===== config.mk =====
export PLATFORM = sky130hd
export DESIGN_NAME = act_stage
export DESIGN_NICKNAME = d
export VERILOG_FILES = /design/src/rtl/tpu_pkg.sv /design/src/rtl/act_lane.sv /design/src/rtl/act_stage.sv
export SDC_FILE = /design/constraint.sdc
export NUM_CORES = 1
export LEC_CHECK = 0
export ABC_AREA = 1
export BUFFER_PORTS_ARGS = -buffer_cell sky130_fd_sc_hd__buf_2
export CORE_MARGIN = 5
export CORE_UTILIZATION = 54
export CTS_CLUSTER_SIZE = 30
export DETAILED_ROUTE_END_ITERATION = 6
export GPL_ROUTABILITY_DRIVEN = 0
export GPL_TIMING_DRIVEN = 0
export PLACE_DENSITY = 0.81
export SLEW_MARGIN = 30
export SYNTH_ARGS = -nofsm -noshare
export SYNTH_HDL_FRONTEND = slang
export SYNTH_SLANG_ARGS = --single-unit
export TNS_END_PERCENT = 10

===== constraint.sdc =====
create_clock -name clk -period 2 [get_ports clk]
set_input_delay 0 -clock clk [delete_from_list [all_inputs] [get_ports clk]]
set_output_delay 0 -clock clk [all_outputs]
set_load 0.01 [all_outputs]

===== src/rtl/tpu_pkg.sv =====
// Shared constants for the TPU output path: lane geometry, Q5.3 fixed-point
// layout and activation-type encodings.
package tpu_pkg;

    localparam int DWIDTH      = 8;
    localparam int DESIGN_SIZE = 16;
    localparam int MASK_WIDTH  = 16;
    localparam int ROW_CNT_W   = 8;
    localparam int ROW_W       = DESIGN_SIZE * DWIDTH;

    // Q5.3: three fractional bits, so 1.0 == 8 and 0.5 == 4.
    localparam int FRAC_BITS   = 3;

    localparam logic ACT_RELU  = 1'b0;
    localparam logic ACT_HSIG  = 1'b1;

    // Hard-sigmoid is clamp(x/4 + 0.5, 0, 1.0).
    localparam int HSIG_SHIFT  = 2;
    localparam int HSIG_OFFSET = 1 << (FRAC_BITS - 1);
    localparam int HSIG_CEIL   = 1 << FRAC_BITS;

endpackage


===== src/rtl/act_lane.sv =====
// One activation lane: bypass / ReLU / hard-sigmoid on a Q5.3 value, then
// forced to zero when the lane is marked invalid. Purely combinational.
module act_lane
    import tpu_pkg::*;
(
    input  logic [DWIDTH-1:0] x,
    input  logic              en,
    input  logic              act_type,
    input  logic              valid,
    output logic [DWIDTH-1:0] y
);

    // One extra bit so x/4 + 0.5 never overflows for any 8-bit input.
    localparam int SW = DWIDTH + 1;
    localparam logic signed [SW-1:0] OFFSET  = SW'(HSIG_OFFSET);
    localparam logic signed [SW-1:0] CEIL    = SW'(HSIG_CEIL);
    localparam logic [DWIDTH-1:0]    CEIL_Y  = DWIDTH'(HSIG_CEIL);

    logic signed [SW-1:0] xs;
    logic signed [SW-1:0] hs;
    logic [DWIDTH-1:0]    hsig_y;
    logic [DWIDTH-1:0]    relu_y;
    logic [DWIDTH-1:0]    func_y;

    // Per-lane activation followed by the validity mask.
    always_comb begin
        xs     = {x[DWIDTH-1], x};
        hs     = (xs >>> HSIG_SHIFT) + OFFSET;
        hsig_y = '0;
        if (hs[SW-1]) begin
            hsig_y = '0;
        end else if (hs > CEIL) begin
            hsig_y = CEIL_Y;
        end else begin
            hsig_y = hs[DWIDTH-1:0];
        end

        relu_y = x[DWIDTH-1] ? '0 : x;

        func_y = x;
        if (en) begin
            func_y = (act_type == ACT_HSIG) ? hsig_y : relu_y;
        end

        y = valid ? func_y : '0;
    end

endmodule


===== src/rtl/act_stage.sv =====
// Activation stage after pooling: two-register pipeline (input capture, then
// activated/masked output), a saturating row counter and a sticky done flag.
module act_stage
    import tpu_pkg::*;
(
    input  logic                 clk,
    input  logic                 reset,
    input  logic                 enable_activation,
    input  logic                 activation_type,
    input  logic [ROW_CNT_W-1:0] num_rows,
    input  logic                 in_data_available,
    input  logic [ROW_W-1:0]     inp_data,
    input  logic [MASK_WIDTH-1:0] validity_mask,
    output logic [ROW_W-1:0]     out_data,
    output logic                 out_data_available,
    output logic                 done_activation
);

    localparam logic [ROW_CNT_W-1:0] CNT_ONE = {{(ROW_CNT_W-1){1'b0}}, 1'b1};
    localparam logic [ROW_CNT_W-1:0] CNT_MAX = '1;

    // First stage: the beat plus the config it arrived with.
    logic                  s1_valid;
    logic [ROW_W-1:0]      s1_data;
    logic [MASK_WIDTH-1:0] s1_mask;
    logic                  s1_en;
    logic                  s1_type;
    logic                  s1_last;

    logic [ROW_CNT_W-1:0]  row_cnt;
    logic [ROW_CNT_W-1:0]  row_cnt_inc;
    logic                  beat_is_last;
    logic [ROW_W-1:0]      lane_y;

    // A beat is the final row of the pass only if it actually moves the
    // counter onto num_rows; once saturated, later beats never re-qualify,
    // and num_rows == 0 is unreachable from a nonzero increment.
    always_comb begin
        row_cnt_inc  = row_cnt + CNT_ONE;
        beat_is_last = (row_cnt != CNT_MAX) && (row_cnt_inc == num_rows);
    end

    // Input capture and row counting; reset wins over an arriving beat.
    always_ff @(posedge clk) begin
        if (reset) begin
            s1_valid <= 1'b0;
            s1_data  <= '0;
            s1_mask  <= '0;
            s1_en    <= 1'b0;
            s1_type  <= ACT_RELU;
            s1_last  <= 1'b0;
            row_cnt  <= '0;
        end else begin
            s1_valid <= in_data_available;
            if (in_data_available) begin
                s1_data <= inp_data;
                s1_mask <= validity_mask;
                s1_en   <= enable_activation;
                s1_type <= activation_type;
                s1_last <= beat_is_last;
                if (row_cnt != CNT_MAX) begin
                    row_cnt <= row_cnt_inc;
                end
            end
        end
    end

    genvar gi;
    generate
        for (gi = 0; gi < DESIGN_SIZE; gi++) begin : g_lane
            act_lane u_lane (
                .x        (s1_data[gi*DWIDTH +: DWIDTH]),
                .en       (s1_en),
                .act_type (s1_type),
                .valid    (s1_mask[gi]),
                .y        (lane_y[gi*DWIDTH +: DWIDTH])
            );
        end
    endgenerate

    // Output register; data holds across gaps, done latches with the last row.
    always_ff @(posedge clk) begin
        if (reset) begin
            out_data           <= '0;
            out_data_available <= 1'b0;
            done_activation    <= 1'b0;
        end else begin
            out_data_available <= s1_valid;
            if (s1_valid) begin
                out_data <= lane_y;
                if (s1_last) begin
                    done_activation <= 1'b1;
                end
            end
        end
    end

endmodule


# == Word-level counts from Yosys, hierarchy flattened ==
# Index checks and enable logic that the tools add are counted.
# op_classes
addsub,17
mul,0
div,0
order_cmp,16
eq_ne,2
shifts,0
n_mux,96
n_bitwise,0
n_reduce_logical,3
# op_table
cell,n
$mux W8,80
$gt A9 B5 Y1 const B,16
$add A6 B4 Y7 const B,16
$mux W7,16
$add A8 B1 Y8 const B,1
$eq A8 B8 Y1,1
$ne A8 B8 Y1 const B,1
$reduce_and A2 Y1,2
$logic_and A1 B1 Y1,1
# word_totals
reg_bits,286
latchBits,0
mem_bits_rw,0
rom_bits,0
input_bits,157
out_inout_bits,130
word_cells,144
memories,0

# == Logic depth before layout (Yosys ltp) ==
# logic_depth
ltp_word,7
depth_mapped,11
ltp_nobuf,11

# == Hierarchy ==
# A second synthesis with hierarchy kept.
# hier_totals
cells_unflattened,2087
area_unflattened_um2,13830.8
# modules_own_cells
mod,instances,cells_each,area_per_inst_um2,seq_area_each_um2
act_stage,1,1303,10027.1,5725.5
act_lane,16,49,237.7,0.0

# == Worst setup path after synthesis ==
# Ideal clock, no wire load.
# synth_timing
kind,register -> register
startpoint,reg row_cnt[0]
endpoint,reg row_cnt[4]
setup_ns,0.116
t_arrival_ns,1.283
required_time_ns,1.884
path_slack_ns,0.601
path_stages_with_launch,9
n_path_buf,1
period_less_slack_ns,1.399
cell_sequence,dfxtp_1 > ha_1 > nand2_2 > nor2_1 > a21oi_1 > buf_2 > nand2_1 > o211ai_1 > inv_1
# synth_between
elab_chain_len,2
elab_cells_between_ends,3
classes_between,add/sub (1); eq/ne (1); reduce/logical (1)
# synth_lines
element,line_no,text
from (decl),act_stage.sv:30,logic [ROW_CNT_W-1:0] row_cnt;
from (signal assigned),act_stage.sv:62,row_cnt <= row_cnt_inc;
"parallel branches: the longest is 2 deep, another holds $add A8 B1 Y8",-,
# Several ways; the timed one is not identified.
# A chain may end at the register's enable or synchronous reset.

==> impl_metrics.csv <==
group,metric,value,unit
clocking,cts_buffers,30,
clocking,cts.sinks,286,
global_routing,grt_pass1_wl,69300,um
timing,fin_setup_tns,0,ns
power_and_ir_drop,p_leak,7.37,nW
floorplanning,num_rows,55,
routing,drtIter0Drc,1372,
routing,routed_wl,45100,um
timing,final.setup_skew,0.0140,ns
synthesis,synth_edf_count,0,
synthesis,synth_fp_nets,1836,
power_and_ir_drop,vdd_drop_max,592,uV
routing,vias,13800,
routing,wl_per_cell,18.6,um
clocking,post_cts_resize_count,0,
global_routing,grt_usage,33.0,%
floorplanning,io_pins,287,
floorplanning,core_area,22600,sq um
routing,antenna_left,0,
global_routing,first_global_vias,13400,
global_routing,grt_max_degree,15,
finish,register_area,5730,sq um
global_routing,gr-total-overflow,0,
timing,hold_violations,0,
clocking,postCtsSetupRepairBufs,0,
synthesis,synth_top_area_share,46.4,%
setup_path,r2r_slack,0.08,ns
placed_design,io_buffers,284,
timing,timing.final.ws_setup,0.0779,ns
hold_path,hold_path_class,"in2reg",
timing,finalMaxSlewViolations,0,
clocking,htreeDepth,1,
synthesis,synth_seq_cells,286,
timing,rsz0062_at_grt,"no",
floorplanning,die_w,161,um
finish,layout.nets,2307,
setup_path,critPathSlowestCell,"clkbuf_1",
synthesis,syn_inst,1646,
setup_path,required,2.47,ns
routing,drc,0,
finish,multi_input_area,5660,sq um
power_and_ir_drop,p_per_area,796,nW/um^2
global_routing,grt_antenna_before_repair,2,
synthesis,yosys_warnings,0,
setup_path,path_class,"reg2reg",
clocking,cts_root_buf,"clkbuf_16",
timing,worst_slew_pin_slew,1.05,ns
synthesis,synth_area_per_cell,7.49,sq um
clocking,clk_path_buf_depth,3,
floorplanning,die_h,161,um
setup_path,cp_data_arrival_time,2.39,ns
setup_path,critPathBufInv,3,
setup_path,crit_path_max_incr_delay,0.79,ns
timing,relSlewSlack,29.8,%
setup_path,path_cells,"buf_4 -> inv_1 -> clkbuf_1 -> a22oi_1 -> a21oi_1",
setup_path,worstSetupStartpointType,"register",
clocking,insertion_delay,0.55,ns
finish,fill_cells,1641,
floorplanning,die_area,26000,sq um
timing,fmax,520,MHz
synthesis,synth_area_leaders,"dfxtp_1, nand2_1, a21oi_1, o21ai_0, nor2_1",
floorplanning,initial_utilization,54.6,%
synthesis,ys.flop_type,"dfxtp_1",
finish,area_growth,34.8,%
timing,period_minus_slack,1.92,ns
timing,setup_viol,0,
synthesis,netlist_area,12300,sq um
placed_design,post-place-ws,0.181,ns
setup_path,crit_family,"buffers and inverters",
setup_path,critPathMaxFanout,10,
placed_design,dp_hpwl,29300,um
job,drv_cap,0,
timing,min_period_over_period,96.1,%
clocking,cts.reportedPaths.clkPinSlew,0.06,ns
setup_path,worst_setup_path_end_kind,"register",
synthesis,ys_async_sr_fraction,0,%
outcome,outcome,"completed",
synthesis,seq_area_frac_synth,46.4,%
clocking,ctsHoldBuffers,155,
synthesis,yosys.area.top_type,"dfxtp_1",
clocking,cts_tree,"done",
routing,drtPass1Iterations,7,
synthesis,synth.distinct_cells,38,
finish,drive_above_1_share,18.5,%
routing,vias_per_cell,5.68,
logic make-up (layout without fill, tap and decap cells):
kind of cell	count (synthesis)	count (layout)	synth area share (%)
AND/OR/NAND/NOR	607	607	20.7
other	0	3	0
buffers and inverters	232	722	7.66
adder cells (fa/ha/maj)	33	33	3.35
XOR/XNOR	34	34	2.42
AO/OA/AOI/OAI	454	454	19.5
flip-flops	286	286	46.4
final timing paths:
kind / start / to / cells past startpoint
worst min register to register: s1_data[96] / s1_data[96] / 2
worst min-delay path: num_rows[2] / s1_last / 8
worst max register to register: s1_valid / out_data[91] / 5
worst max-delay path: s1_valid / out_data[91] / 5
synth_stat cells (10+ instances only):
cell	number
o21ai_0	184
inv_1	139
xor2_1	27
nand4_1	10
nand3_1	88
dfxtp_1	286
or2_2	12
nor2_1	159
a21oi_1	203
a31oi_1	38
nand2_1	306
ha_1	33
buf_2	30
clkbuf_1	44
state kept, by name (all words and copies together) (netlist names):
name                cells
done_activation         1
out_data              128
out_data_available      1
row_cnt                 8
s1_data               128
s1_en                   1
s1_last                 1
s1_mask                16
s1_type                 1
s1_valid                1
cells in the final DEF, fill, tap and decap left out, types with 5 or more instances in the layout:
cell,count
or2_1,7
clkbuf_1,52
nand3b_1,7
buf_1,5
xnor2_1,7
nor2_1,159
or2_2,12
nand3_1,88
inv_2,6
o21ai_1,5
nor3_1,5
ha_1,33
a31oi_1,38
dfxtp_1,286
dlygate4sd3_1,155
a21oi_1,203
clkbuf_16,31
o21ai_0,184
buf_2,314
nand2_1,306
a32oi_1,9
xor2_1,27
inv_1,139
nand4_1,10
clkbuf_8,7
layout make-up:
| cell class | count | area share (%) |
|---|---|---|
| diodes | 3 | 0.0452 |
| plain buffers | 86 | 2.36 |
| clock buffers | 46 | 5.43 |
| clock inverters | 5 | 0.301 |
| inverters | 146 | 3.33 |
| multi-input cells | 1128 | 34.0 |
| flip-flops and latches | 286 | 34.5 |
| well taps | 285 | 2.15 |
| repair buffers | 439 | 17.9 |
per-stage QoR:
stage	power, W	std cells	area [sq um]	util (%)	hold slack, ns
final	0.0132	2424	16600	73.6	0.0296
after global routing	0.0137	2423	16600	73.6	0.0604
after CTS	0.0132	2421	16600	73.6	0.0103
after detailed placement	0.00760	2215	14100	62.5	0.227
after global placement	0.00756	2215	14100	62.5	0.222
after floorplan	0.00705	1646	12300	-	0.135
worst min-delay path: stages:
cell	delay, ns
buf_2	0.08
nand2_1	0.05
nand2_1	0.05
nor2_1	0.03
nand3_1	0.08
nor2_1	0.05
nand3_1	0.09
a21oi_1	0.08
power breakdown:
group	internal, W	switching, W
clock network	0.00319	0.00222
registers	0.00595	0.000216
logic	0.000682	0.000964
routing by layer:
| metal | wire, um | part of all wire [%] | track usage, % |
|---|---|---|---|
| met5 | 0 | 0 | 0 |
| met4 | 2590 | 5.8 | 16.8 |
| met3 | 4370 | 9.7 | 5.33 |
| met2 | 21100 | 47 | 56.8 |
| met1 | 17100 | 38 | 40.1 |
No activity file was read; power rests on OpenSTA's default activity.
